## src/rtl/seg_scan_ctrl.sv

```systemverilog
// seg_scan_ctrl: time-multiplexed scan controller for a row of 7-segment digits.
// Each digit slot is SELECT (decoder settle) -> SHOW (digit lit) -> BLANK (all
// off, suppresses ghosting). New display values arrive over a valid/ready
// handshake and are staged in a pending buffer; they are committed only at a
// frame boundary or while idle, so a frame never mixes old and new digits.
module seg_scan_ctrl #(
    parameter int NUM_DIGITS   = 4,
    parameter int SHOW_CYCLES  = 1000,
    parameter int BLANK_CYCLES = 4
) (
    input  logic                    clk,
    input  logic                    rst_n,
    input  logic                    enable,
    input  logic                    in_valid,
    output logic                    in_ready,
    input  logic [4*NUM_DIGITS-1:0] in_data,
    input  logic [NUM_DIGITS-1:0]   in_dots,
    output logic [3:0]              hex_data,
    input  logic [7:0]              dec_segments,
    output logic [7:0]              segments,
    output logic [NUM_DIGITS-1:0]   digit_en
);

    localparam int IDX_W   = (NUM_DIGITS > 1) ? $clog2(NUM_DIGITS) : 1;
    localparam int CNT_MAX = (SHOW_CYCLES > BLANK_CYCLES) ? SHOW_CYCLES : BLANK_CYCLES;
    localparam int CNT_W   = $clog2(CNT_MAX + 1);

    localparam logic [IDX_W-1:0] IDX_LAST   = IDX_W'(NUM_DIGITS - 1);
    localparam logic [CNT_W-1:0] SHOW_LAST  = CNT_W'(SHOW_CYCLES - 1);
    localparam logic [CNT_W-1:0] BLANK_LAST = CNT_W'(BLANK_CYCLES - 1);

    typedef enum logic [1:0] {
        S_IDLE,
        S_SELECT,
        S_SHOW,
        S_BLANK
    } state_t;

    state_t                  state;
    logic [IDX_W-1:0]        idx;
    logic [CNT_W-1:0]        cnt;

    logic [4*NUM_DIGITS-1:0] display_data;
    logic [NUM_DIGITS-1:0]   display_dots;
    logic [4*NUM_DIGITS-1:0] pending_data;
    logic [NUM_DIGITS-1:0]   pending_dots;
    logic                    pending_full;

    logic                    frame_end;
    logic                    commit;
    logic                    transfer;
    logic [IDX_W-1:0]        idx_wrap;
    logic [IDX_W-1:0]        nibble_idx;
    logic [4*NUM_DIGITS-1:0] view_data;
    logic [3:0]              next_nibble;
    logic [7:0]              lit_segments;
    logic [NUM_DIGITS-1:0]   one_hot;

    // Ready is pure register state, so in_valid never reaches in_ready combinationally.
    assign in_ready = !pending_full;
    assign transfer = in_valid && !pending_full;

    // Frame-boundary detection, commit decision and the next digit's nibble.
    always_comb begin
        // NOTE: every signal gets a default first so no path can infer a latch.
        frame_end    = 1'b0;
        commit       = 1'b0;
        idx_wrap     = '0;
        nibble_idx   = '0;
        view_data    = display_data;
        next_nibble  = '0;
        lit_segments = '0;
        one_hot      = '0;

        frame_end = (state == S_BLANK) && (cnt == BLANK_LAST) && (idx == IDX_LAST);
        // Commit in any idle cycle, or at the frame boundary while scanning continues.
        commit    = pending_full && ((state == S_IDLE) || (frame_end && enable));

        idx_wrap   = (idx == IDX_LAST) ? '0 : idx + IDX_W'(1);
        nibble_idx = (state == S_BLANK) ? idx_wrap : '0;

        // Nibble for the next SELECT must come from the contents valid in that slot.
        view_data   = commit ? pending_data : display_data;
        next_nibble = view_data[{nibble_idx, 2'b00} +: 4];

        lit_segments = {dec_segments[7] | display_dots[idx], dec_segments[6:0]};
        one_hot      = {{(NUM_DIGITS - 1){1'b0}}, 1'b1} << idx;
    end

    // Pending buffer capture on handshake and commit into the live display.
    always_ff @(posedge clk or negedge rst_n) begin
        if (!rst_n) begin
            display_data <= '0;
            display_dots <= '0;
            pending_data <= '0;
            pending_dots <= '0;
            pending_full <= 1'b0;
        end else begin
            // NOTE: sequential state uses non-blocking assignments so every
            // register samples pre-edge values regardless of statement order.
            if (transfer) begin
                pending_data <= in_data;
                pending_dots <= in_dots;
                pending_full <= 1'b1;
            end else if (commit) begin
                display_data <= pending_data;
                display_dots <= pending_dots;
                pending_full <= 1'b0;
            end
        end
    end

    // Scan FSM with registered digit_en, segments and hex_data.
    always_ff @(posedge clk or negedge rst_n) begin
        if (!rst_n) begin
            state    <= S_IDLE;
            idx      <= '0;
            cnt      <= '0;
            hex_data <= '0;
            digit_en <= '0;
            segments <= '0;
        end else if (!enable) begin
            // Dropping enable abandons the slot; the scan restarts at digit 0.
            state    <= S_IDLE;
            idx      <= '0;
            cnt      <= '0;
            digit_en <= '0;
            segments <= '0;
        end else begin
            case (state)
                S_IDLE: begin
                    state    <= S_SELECT;
                    idx      <= '0;
                    cnt      <= '0;
                    hex_data <= next_nibble;
                    digit_en <= '0;
                    segments <= '0;
                end

                // One cycle for the external decoder to settle on hex_data.
                S_SELECT: begin
                    state    <= S_SHOW;
                    cnt      <= '0;
                    digit_en <= one_hot;
                    segments <= lit_segments;
                end

                S_SHOW: begin
                    if (cnt == SHOW_LAST) begin
                        state    <= S_BLANK;
                        cnt      <= '0;
                        digit_en <= '0;
                        segments <= '0;
                    end else begin
                        cnt      <= cnt + CNT_W'(1);
                        segments <= lit_segments;
                    end
                end

                S_BLANK: begin
                    if (cnt == BLANK_LAST) begin
                        state    <= S_SELECT;
                        cnt      <= '0;
                        idx      <= idx_wrap;
                        hex_data <= next_nibble;
                    end else begin
                        cnt <= cnt + CNT_W'(1);
                    end
                end

                default: begin
                    state    <= S_IDLE;
                    idx      <= '0;
                    cnt      <= '0;
                    digit_en <= '0;
                    segments <= '0;
                end
            endcase
        end
    end

endmodule

```

## config.mk

```make
export PLATFORM = sky130hd
export DESIGN_NAME = seg_scan_ctrl
export DESIGN_NICKNAME = d
export VERILOG_FILES = /design/src/rtl/seg_scan_ctrl.sv
export SDC_FILE = /design/constraint.sdc
export NUM_CORES = 1
export LEC_CHECK = 0
export CAP_MARGIN = 20
export CORE_ASPECT_RATIO = 1.1
export CORE_MARGIN = 2
export CORE_UTILIZATION = 40
export CTS_CLUSTER_DIAMETER = 120
export DETAILED_ROUTE_END_ITERATION = 12
export PLACE_DENSITY = 0.73
export REMOVE_ABC_BUFFERS = 1
export SLEW_MARGIN = 10
export SYNTH_ARGS = -nofsm -noshare
export SYNTH_HDL_FRONTEND = slang
export SYNTH_SLANG_ARGS = --single-unit
```

## constraint.sdc

```tcl
create_clock -name clk -period 2 [get_ports clk]
set_clock_uncertainty 0.15 [all_clocks]
set_input_delay 0.4 -clock clk [delete_from_list [all_inputs] [get_ports clk]]
set_output_delay 0.4 -clock clk [all_outputs]
set_load 0.05 [all_outputs]
```

==> impl_metrics.toml <==
[logic_synthesis]
synthFlopType = "dfrtp_1"
synth.ff_latch_count = 71
yosys_warnings = 0
synth_simple_gate_area_share_pct = 10.90
yosysSeqAreaShare_pct = 53.54
synthAdderAreaFrac_pct = 3.394
synth_area_um2 = 3318
synth_compound_area_share_pct = 9.691
avgSynthCellArea_um2 = 12.29
yosys.area_share.xor_xnor_pct = 2.112
synth-edff-count = 0
syn_inst = 270
synth_cell_types = 41
async_flop_share_pct = 100.0
synth_top_family_by_area = "multiplexers"
synthMuxAreaShare_pct = 17.61

[sta]
rsz0062_at_grt = "true"
finalHoldViolCount = 0
finalCriticalPeriod_ps = 2019
setup_ws_ps = -19.32
slew_violations = 0
setup_violations = 18
worst_pin_slew_ps = 375.8
fin_crit_sh_pct = 101.0
max_clock_freq_ghz = 0.4952
max-slew-margin-rel_pct = 74.95

[critical_path]
path_delay_family = "simple AND/OR/NAND/NOR gates"
worstPathMaxFanout = 14
cp.required_ps = 2080
r2r_cells = 6
cp_data_arrival_time_ps = 2100
worstPathCellList = "ha_4 -> nor3b_4 -> a41oi_4 -> nor2_4 -> clkbuf_16 -> mux2_2"
r2r-end = "display_data[4]"
crit_type = "flop to flop"
slowest_stage = "dfrtp_1"
r2r-start = "cnt[1]"
start_kind = "flop"
max_stage_delay_ps = 410
r2r_slack_ps = -20
worst-path-buf-inv = 1
critPathCaptureType = "flop"

[pwr]
p_sw_share_pct = 35.27
clkPwrFrac_pct = 18.9
p_comb_share_pct = 41.3
power.density_nw_per_um2 = 1308
p_sw_mw = 2.072
power.internal_mw = 3.802
leakage_nw = 1.923
totalPowerFinal_mw = 5.874
seq_power_share_pct = 39.9
ir_drop_uv = 497.4

[finish]
layout_common_cells = "dfrtp_1, mux2_2, buf_4, clkdlybuf4s50_1, nor2_1"
final_layout_size_suffix_gt1_share_pct = 37.50
syn_to_final_growth_pct = 35.37
diodes = 0
finish.utilization_pct = 56.16
stdcell_count = 460
finalNetCount = 388
layout_commonest_cell = "dfrtp_1"
fill_cells = 688

[clocking]
clkSinkCount = 71
cts-buffers-inserted = 9
cts_root_buffer = "clkbuf_8"
cts.path.max_buffers = 2
cts.reportedPaths.clkPinSlew_ps = 70
h-tree-depth = 3
cts_tree = "built"
clock_latency_ps = 340

[routing]
drc_errors = 0
wl_per_cell_um = 15.70
drt_iter0_markers = 102
num_vias = 2423
viasPerCell = 5.267
first_pass_iters = 4
wirelength_mm = 7.222
ant_nets = 0

[placed_design]
dp_cells = 433
portBuffers = 48
hpwlAfterDp_mm = 4.466
gp_congestion = 0.7837
pre_cts_slack_ps = -254.5

[die]
die_w_um = 90.84
core-area_um2 = 7998
fp.dieArea_um2 = 9041
core.rowCount = 34
io_pins = 49
start_util_pct = 41.49
die_height_um = 99.53

[min_path]
min_delay_path_depth = 2
whs_endpoint = "digit_en[2]"
hold_path_class = "flop to flop"
worst_hold_startpoint = "digit_en[2]"

[flow_run]
maxCapViolations = 0

[global_route]
grt_max_degree = 72
first_global_vias = 2393
grt.total_usage_pct = 16.02
antenna_found_initial = 0
grt_pass1_wl_mm = 11.45
overflow = 0

[status]
outcome = "finished with violations"
violations = "negative setup slack"
[layout make-up]
cell class                      instances  area [µm²]  area share (%)
Multi-Input combinational cell        181        1637           36.43
Clock buffer                           12       145.1           3.231
Clock inverter                          4       45.04           1.003
Tap cell                              108       135.1           3.008
Sequential cell                        71        1780           39.64
Timing Repair Buffer                   78       726.9           16.18
Inverter                                6       22.52          0.5014
[worst register-to-register path, stage by stage, from the launching register on]
cell and delay (ps):
dfrtp_1 410, ha_4 170, nor3b_4 260, a41oi_4 170
nor2_4 210, clkbuf_16 200, mux2_2 330
[through the flow]
stage	instance area (µm²)	hold WS (ps)	setup TNS (ps)
6_report	4492	340.5	-153.2
5_1_grt	4492	370.3	-1800
4_1_cts	4283	341.9	-16.57
3_5_place_dp	4008	310.4	-4895
3_3_place_gp	4008	304.8	-4104
2_1_floorplan	3249	-45.59	-16530
[worst max-delay path by stage]
| stage | from | endpoint | slack, ps | cells past startpoint |
|---|---|---|---|---|
| after floorplan | state[1] | display_data[0] | -660 | 5 |
| after global placement | enable | hex_data[1] | -190 | 7 |
| after detailed placement | enable | hex_data[1] | -250 | 7 |
| after CTS | idx[1] | hex_data[1] | -10 | 6 |
| after global routing | cnt[1] | display_data[9] | -70 | 6 |
| final | cnt[1] | display_data[4] | -20 | 6 |
[cell families (layout without fill, tap and decap cells)]
kind of cell             after synthesis  in the layout
flip-flops                            71             71
AND/OR/NAND/NOR                       70             70
multiplexers                          52             52
buffers and inverters                 19            100
AO/OA/AOI/OAI                         41             42
XOR/XNOR                               8              8
adder cells (fa/ha/maj)                9              9
[metal layers]
metal	global-route usage, %	up-vias	share of wire [%]
li1	-	1143	-
met1	18.81	1203	42
met2	26.98	61	51
met3	4.470	16	3.8
met4	8.275	0	2.6
met5	0	-	0
[registers in the layout, indices dropped and copies added, names as in the netlist, 2 cells and up]
name          count
digit_en          4
pending_data     16
idx               2
state             2
pending_dots      4
display_data     16
hex_data          4
cnt              10
display_dots      4
segments          8
[repair_timing]
action                                  4_1_cts  5_1_grt
setup buffers                                 0        8
hold buffers                                  1        0
resized for setup                            13       22
endpoints found under the setup margin       30       43
endpoints found under the hold margin        71        0
pin swaps                                     4        9
cloned                                        0        2
[cells in the mapped netlist (5+ instances only)]
cell,count,area (µm²)
dfrtp_1,71,1777
mux2_2,41,461.7
nor2_1,22,82.58
nand2_1,11,41.29
nand3_1,11,55.05
mux2i_1,10,100.1
ha_1,9,112.6
clkbuf_1,8,30.03
a22o_1,7,61.31
a41oi_1,6,52.55
inv_1,6,22.52
o21ai_0,6,30.03
xnor2_1,5,43.79
[power groups by stage]
stage | Combinational (mW) | Clock (mW) | Sequential (mW)
after global placement | 2.11 | 0 | 2.34
after floorplan | 1.28 | 0 | 2.53
after CTS | 2.23 | 1.15 | 2.34
final | 2.42 | 1.11 | 2.34
after detailed placement | 2.18 | 0 | 2.36
after global routing | 2.62 | 1.22 | 2.41
(Power assumes the default switching activity.)
